## src/rtl/cnn_pkg.sv

```systemverilog
// Shared constants and loader state encoding for the CNN kernel-weight path.
// Imported by the loader, its row buffer and the stream interface users.
package cnn_pkg;

    localparam int K      = 5;
    localparam int DATA_W = 16;
    localparam int ADDR_W = 3;

    typedef enum logic [1:0] {
        IDLE,
        LOAD,
        WRITE,
        DONE
    } ld_state_e;

endpackage

```

## src/rtl/kernel_weight_loader_if.sv

```systemverilog
// Valid/ready weight stream feeding the kernel weight loader.
// The producer drives valid/data; the loader drives ready.
interface kernel_weight_loader_if #(
    parameter int DATA_W = cnn_pkg::DATA_W
) ();

    logic              s_valid;
    logic              s_ready;
    logic [DATA_W-1:0] s_data;

    modport master (
        output s_valid,
        output s_data,
        input  s_ready
    );

    modport slave (
        input  s_valid,
        input  s_data,
        output s_ready
    );

endinterface

```

## src/rtl/kernel_weight_loader_row_buffer.sv

```systemverilog
// One kernel row of weights, written a column at a time and read in parallel.
// Clear has priority over a column write.
module kernel_row_buffer #(
    parameter int K      = cnn_pkg::K,
    parameter int DATA_W = cnn_pkg::DATA_W,
    parameter int CW     = $clog2(K)
) (
    input  logic                       clk,
    input  logic                       rst_n,
    input  logic                       clr_i,
    input  logic                       we_i,
    input  logic [CW-1:0]              idx_i,
    input  logic [DATA_W-1:0]          data_i,
    output logic [K-1:0][DATA_W-1:0]   row_o
);

    logic [K-1:0][DATA_W-1:0] row_q;

    always_ff @(posedge clk or negedge rst_n) begin
        if (!rst_n) begin
            row_q <= '0;
        end else if (clr_i) begin
            row_q <= '0;
        end else if (we_i) begin
            for (int c = 0; c < K; c++) begin
                if (idx_i == CW'(c)) begin
                    row_q[c] <= data_i;
                end
            end
        end
    end

    assign row_o = row_q;

endmodule

```

## src/rtl/kernel_weight_loader.sv

```systemverilog
// Gathers a row-major 5x5 weight stream into rows and writes each row
// across the 5-RAM kernel bank in a single cycle.
module kernel_weight_loader #(
    parameter int DATA_W    = cnn_pkg::DATA_W,
    parameter int K         = cnn_pkg::K,
    parameter int ADDR_W    = cnn_pkg::ADDR_W,
    parameter int BASE_ADDR = 0
) (
    input  logic                  clk,
    input  logic                  rst_n,
    input  logic                  start,
    input  logic                  abort,
    kernel_weight_loader_if.slave s,
    output logic [ADDR_W-1:0]     addr_write,
    output logic [K-1:0]          write_enable,
    output logic [DATA_W-1:0]     wr_data_0,
    output logic [DATA_W-1:0]     wr_data_1,
    output logic [DATA_W-1:0]     wr_data_2,
    output logic [DATA_W-1:0]     wr_data_3,
    output logic [DATA_W-1:0]     wr_data_4,
    output logic                  busy,
    output logic                  done
);

    import cnn_pkg::*;

    localparam int            CW   = $clog2(K);
    localparam logic [CW-1:0] LAST = CW'(K-1);

    ld_state_e                state_q, state_d;
    logic [CW-1:0]            col_q, col_d;
    logic [CW-1:0]            row_q, row_d;
    logic                     s_ready_q;
    logic                     busy_q;
    logic                     done_q;
    logic [K-1:0]             we_q;
    logic [ADDR_W-1:0]        addr_q;
    logic [K-1:0][DATA_W-1:0] wd_q, wd_d;
    logic [K-1:0][DATA_W-1:0] buf_row;
    logic                     buf_we;
    logic                     buf_clr;
    logic                     take;

    kernel_row_buffer #(
        .K      (K),
        .DATA_W (DATA_W),
        .CW     (CW)
    ) u_row_buf (
        .clk    (clk),
        .rst_n  (rst_n),
        .clr_i  (buf_clr),
        .we_i   (buf_we),
        .idx_i  (col_q),
        .data_i (s.s_data),
        .row_o  (buf_row)
    );

    assign take = (state_q == LOAD) && s.s_valid && s_ready_q;

    always_comb begin
        state_d = state_q;
        col_d   = col_q;
        row_d   = row_q;
        buf_we  = 1'b0;
        buf_clr = 1'b0;
        unique case (state_q)
            IDLE: begin
                if (start) begin
                    state_d = LOAD;
                    col_d   = '0;
                    row_d   = '0;
                    buf_clr = 1'b1;
                end
            end
            LOAD: begin
                if (take) begin
                    buf_we = 1'b1;
                    if (col_q == LAST) begin
                        col_d   = '0;
                        state_d = WRITE;
                    end else begin
                        col_d = col_q + 1'b1;
                    end
                end
            end
            WRITE: begin
                if (row_q == LAST) begin
                    state_d = DONE;
                end else begin
                    row_d   = row_q + 1'b1;
                    state_d = LOAD;
                end
            end
            DONE: state_d = IDLE;
            default: state_d = IDLE;
        endcase
        // Abort beats every transition, including a start seen in IDLE.
        if (abort) begin
            state_d = IDLE;
            col_d   = '0;
            row_d   = '0;
            buf_we  = 1'b0;
            buf_clr = 1'b0;
        end
    end

    // The last column arrives on the edge that enters WRITE, so bypass it.
    always_comb begin
        for (int c = 0; c < K; c++) begin
            wd_d[c] = (col_q == CW'(c)) ? s.s_data : buf_row[c];
        end
    end

    always_ff @(posedge clk or negedge rst_n) begin
        if (!rst_n) begin
            state_q   <= IDLE;
            col_q     <= '0;
            row_q     <= '0;
            s_ready_q <= 1'b0;
            busy_q    <= 1'b0;
            done_q    <= 1'b0;
            we_q      <= '0;
            addr_q    <= '0;
            wd_q      <= '0;
        end else begin
            state_q   <= state_d;
            col_q     <= col_d;
            row_q     <= row_d;
            s_ready_q <= (state_d == LOAD);
            busy_q    <= (state_d == LOAD) || (state_d == WRITE);
            done_q    <= (state_d == DONE);
            we_q      <= {K{state_d == WRITE}};
            if (state_d == WRITE) begin
                addr_q <= ADDR_W'(BASE_ADDR) + ADDR_W'(row_q);
                wd_q   <= wd_d;
            end
        end
    end

    assign s.s_ready    = s_ready_q;
    assign busy         = busy_q;
    assign done         = done_q;
    assign write_enable = we_q;
    assign addr_write   = addr_q;
    assign wr_data_0    = wd_q[0];
    assign wr_data_1    = wd_q[1];
    assign wr_data_2    = wd_q[2];
    assign wr_data_3    = wd_q[3];
    assign wr_data_4    = wd_q[4];

endmodule

```

## src/flat_wrapper.sv

```systemverilog
// flat-port wrapper written by rule: the top's interface ports become plain ports
module kernel_weight_loader_flat import cnn_pkg::*;
#(
    parameter int DATA_W    = cnn_pkg::DATA_W,
    parameter int K         = cnn_pkg::K,
    parameter int ADDR_W    = cnn_pkg::ADDR_W,
    parameter int BASE_ADDR = 0
)
  (clk, rst_n, start, abort, addr_write, write_enable, wr_data_0, wr_data_1, wr_data_2, wr_data_3, wr_data_4, busy, done, s_s_valid, s_s_data, s_s_ready);
  kernel_weight_loader_if #(.DATA_W(DATA_W)) s_i ();
  input  logic clk;
  input  logic rst_n;
  input  logic start;
  input  logic abort;
  output logic [ADDR_W-1:0] addr_write;
  output logic [K-1:0] write_enable;
  output logic [DATA_W-1:0] wr_data_0;
  output logic [DATA_W-1:0] wr_data_1;
  output logic [DATA_W-1:0] wr_data_2;
  output logic [DATA_W-1:0] wr_data_3;
  output logic [DATA_W-1:0] wr_data_4;
  output logic busy;
  output logic done;
  input wire logic [$bits(s_i.s_valid)-1:0] s_s_valid;
  input wire logic [$bits(s_i.s_data)-1:0] s_s_data;
  output wire logic [$bits(s_i.s_ready)-1:0] s_s_ready;
  assign s_i.s_valid = s_s_valid;
  assign s_i.s_data = s_s_data;
  assign s_s_ready = s_i.s_ready;
  kernel_weight_loader #(.DATA_W(DATA_W), .K(K), .ADDR_W(ADDR_W), .BASE_ADDR(BASE_ADDR)) u_core (.clk(clk), .rst_n(rst_n), .start(start), .abort(abort), .s(s_i), .addr_write(addr_write), .write_enable(write_enable), .wr_data_0(wr_data_0), .wr_data_1(wr_data_1), .wr_data_2(wr_data_2), .wr_data_3(wr_data_3), .wr_data_4(wr_data_4), .busy(busy), .done(done));
endmodule
```

## config.mk

```make
export PLATFORM = sky130hd
export DESIGN_NAME = kernel_weight_loader_flat
export DESIGN_NICKNAME = d
export VERILOG_FILES = /design/src/rtl/cnn_pkg.sv /design/src/rtl/kernel_weight_loader_if.sv /design/src/rtl/kernel_weight_loader_row_buffer.sv /design/src/rtl/kernel_weight_loader.sv /design/src/flat_wrapper.sv
export SDC_FILE = /design/constraint.sdc
export NUM_CORES = 1
export LEC_CHECK = 0
export CORE_MARGIN = 5
export CORE_UTILIZATION = 55
export DETAILED_ROUTE_END_ITERATION = 12
export GPL_TIMING_DRIVEN = 0
export PLACE_DENSITY_LB_ADDON = 0.1
export SLEW_MARGIN = 20
export SYNTH_ARGS = -nofsm -noshare
export SYNTH_HDL_FRONTEND = slang
export SYNTH_SLANG_ARGS = --single-unit
```

## constraint.sdc

```tcl
create_clock -name clk -period 5.5 [get_ports clk]
set_input_delay 1.375 -clock clk [delete_from_list [all_inputs] [get_ports clk]]
set_output_delay 1.375 -clock clk [all_outputs]
set_load 0.1 [all_outputs]
```

==> results.py <==
metrics = {
    "placement": {
        "gp_congestion": 0.832,
        "dp_hpwl_um": 14500,
        "dp.cells": 997,
        "io_buffers": 111,
        "dp_slack_ps": 192,
    },
    "critical_path": {
        "cp-start-kind": "input pin",
        "cp_max_fo": 10,
        "cp.arrival_ps": 5160,
        "crit_slowest_cell": "clkbuf_1",
        "critPathMaxStageDelay_ps": 720,
        "crit_required_ps": 5780,
        "cp_cell_sequence": "clkdlybuf4s50_1 > nand2_1 > o32ai_1 > nor2b_1 > ha_1 > clkbuf_1 > clkbuf_1 > buf_1 > a21oi_1",
        "crit_type": "input pin to flip-flop",
        "critPathTopFamily": "buffers and inverters",
        "endpoint_kind": "flip-flop",
        "path_common_cell": "clkbuf_1",
        "critical_path_buf_inv_count": 4,
    },
    "power_and_ir_drop": {
        "internal_power_mw": 2.26,
        "ir_drop_uv": 210,
        "power_frac_seq_pct": 42.7,
        "p_comb_share_pct": 15.9,
        "switching_share_pct": 28.8,
        "power.leakage_nw": 4.45,
        "power_frac_clock_pct": 41.4,
        "switching_power_mw": 0.917,
        "finalPower_mw": 3.18,
        "p_per_area_nw_per_um2": 323,
    },
    "synth": {
        "yosysTopAreaCell": "dfrtp_1",
        "synth-xor-area-share_pct": 0,
        "ys.flop_type": "dfrtp_1",
        "synth_fa_ha_area_share_pct": 1.76,
        "yosysSeqAreaShare_pct": 55.9,
        "synth_cells": 705,
        "yosys-mux-area-fraction_pct": 21.0,
        "avgSynthCellArea_um2": 11.1,
        "yosys.area_share.simple_pct": 10.3,
        "synth_seq_cells": 175,
        "yosysTopAreaCellShare_pct": 55.9,
        "yosys_warnings": 0,
        "synth.most_common_cell": "dfrtp_1",
        "synthArstFlopShare_pct": 100,
        "synth_compound_area_share_pct": 6.31,
        "synth_cell_types": 34,
        "synthesis.area_um2": 7830,
        "synth_top_family_by_area": "multiplexers",
        "synth.area.top_cells": "dfrtp_1 (56%), mux2i_1 (21%), a21oi_1 (5.3%), nand2_1 (3.9%), nor2_1 (3.8%)",
        "synth_commonest_cells": "dfrtp_1 (175), mux2i_1 (161), a21oi_1 (83)",
        "synth_edf_count": 0,
        "syn-num-nets": 737,
    },
    "sta": {
        "setup_viol_count_final": 0,
        "final.period_utilization_pct": 88.7,
        "max-slew-margin-rel_pct": 32.7,
        "tightestPinTransition_ps": 1010,
        "finClkSkew_ps": 7.80,
        "fmax_mhz": 205,
        "setup_ws_ps": 623,
        "final.setup.tns_ps": 0,
        "rsz0062_at_grt": "no",
        "drv_slew": 0,
        "hold_violations": 0,
        "layout_min_cycle_time_ps": 4880,
    },
    "layout": {
        "insertedDiodeCount": 0,
        "multi_input_area_um2": 3080,
        "seqCellArea_um2": 4380,
        "fin_util_pct": 70.6,
        "drive_gt1_share_pct": 8.15,
        "final_nets": 868,
        "fill_cells": 1031,
        "syn_to_final_growth_pct": 25.7,
        "stdcell_count": 1027,
    },
    "clocking": {
        "numCtsBuffers": 17,
        "cts_tree": "built",
        "cts.clk_slew.worst_paths_ps": 60,
        "ctsHoldBuffers": 0,
        "htree_num_levels": 4,
        "post_cts_resized": 0,
        "post_cts_buffers": 0,
        "cts-root-buf": "clkbuf_16",
        "cts_num_sinks": 175,
        "clk_latency_ps": 430,
        "clock_path_buffers": 2,
    },
    "grt": {
        "grtUsageTotal_pct": 25.6,
        "grt_overflow_total": 0,
        "grt_pass1_vias": 6122,
        "antenna_found_initial": 0,
        "grt_pass1_wl_um": 32700,
        "grt_start_max_net_pins": 94,
    },
    "floorplan": {
        "dieArea_um2": 16700,
        "core-area_um2": 13900,
        "rows": 43,
        "die_x_um": 129,
        "chipHeight_um": 129,
        "start_util_pct": 56.2,
        "ioPinCount": 112,
    },
    "status": {
        "status": "finished clean",
    },
    "run": {
        "maxCapViolations": 0,
    },
    "drt": {
        "ant_nets": 0,
        "wl_um": 20600,
        "drcViolationCount": 0,
        "wl_per_cell_um": 20.0,
        "drt-vias-per-instance": 5.60,
        "drtPass1Iterations": 5,
        "num_vias": 5755,
        "drt_first_iter_violations": 441,
    },
    "worst_hold_path": {
        "hp-class": "flip-flop to flip-flop",
    },
}
-- cell usage in the layout (no fill, tap or decap), types with 2 or more instances in the layout --
master           count
o32ai_1              2
nor3b_1              2
buf_1                4
o21bai_1             3
a21oi_1             83
buf_2               20
clkinv_2             3
buf_4                6
clkdlybuf4s50_1    110
bufinv_16            5
clkbuf_1            17
nand3_1              3
nand2_1             82
and3_1               2
clkbuf_16           17
dfrtp_1            175
nand2b_1             5
mux2i_1            161
nor2b_1              2
nand4_1              2
ha_1                11
clkbuf_8             2
mux2_2               3
clkinvlp_4           2
o21ai_0              2
inv_1               24
buf_12               2
nor3_4               3
nor2_1              80
-- registers in the layout, indices dropped and copies added, names as in the netlist, 2 cells and up --
| register | cells |
|---|---|
| u_core.wr_data_3 | 16 |
| u_core.row_q | 3 |
| u_core.wr_data_0 | 16 |
| u_core.addr_write | 3 |
| u_core.wr_data_2 | 16 |
| u_core.state_q | 2 |
| u_core.wr_data_4 | 16 |
| u_core.wr_data_1 | 16 |
| u_core.col_q | 3 |
| u_core.u_row_buf.row_o | 80 |
-- through the flow --
step | hold WS (ps) | area (µm²)
5_1_grt | 540 | 9840
2_1_floorplan | 498 | 7830
3_5_place_dp | 504 | 9200
4_1_cts | 516 | 9840
3_3_place_gp | 490 | 9160
6_report | 507 | 9840
-- path summary, 6_finish.rpt --
kind                                            from                        end  slack, ps  cells after the start
worst max-delay path                       s_s_valid       u_core.wr_data_1[14]        620                      9
worst min-delay path            u_core.addr_write[0]       u_core.addr_write[0]        510                      1
worst max register to register       u_core.col_q[1]       u_core.wr_data_1[14]       1490                     10
worst min register to register  u_core.addr_write[0]       u_core.addr_write[0]        510                      1
max in group asynchronous                      rst_n  u_core.u_row_buf.row_o[6]       3690                      2
min in group asynchronous                      rst_n       u_core.addr_write[2]        940                      1
-- per-layer routing --
layer	GRT usage [%]	part of all wire, %	up-vias
li1	-	-	2646
met1	34.9	44	2876
met2	41.8	48	200
met3	5.28	5.9	33
met4	7.78	1.9	0
met5	0	0	-
-- power by group through the flow --
| stage | logic [mW] | registers, mW | clock network [mW] |
|---|---|---|---|
| floorplan | 0.0753 | 1.65 | 0 |
| global placement | 0.499 | 1.38 | 0 |
| detailed placement | 0.507 | 1.38 | 0 |
| CTS | 0.508 | 1.36 | 1.33 |
| global route | 0.527 | 1.36 | 1.38 |
| finish | 0.506 | 1.36 | 1.32 |
-- kinds of logic after synthesis --
kind of cell,after synthesis
flip-flops,175
AND/OR/NAND/NOR,187
multiplexers,164
AO/OA/AOI/OAI,94
adder cells (fa/ha/maj),11
buffers and inverters,74
-- area by class of cell --
cell class                 instances  area share [%]
tap                              180            2.29
sequential                       175            44.5
clock inverter                    11            1.92
buffer                            50            2.80
timing repair buffer             112            11.6
inverter                          24           0.916
clock buffer                      19            4.60
multi-input combinational        456            31.3
Power figures use the tool's default switching activity.
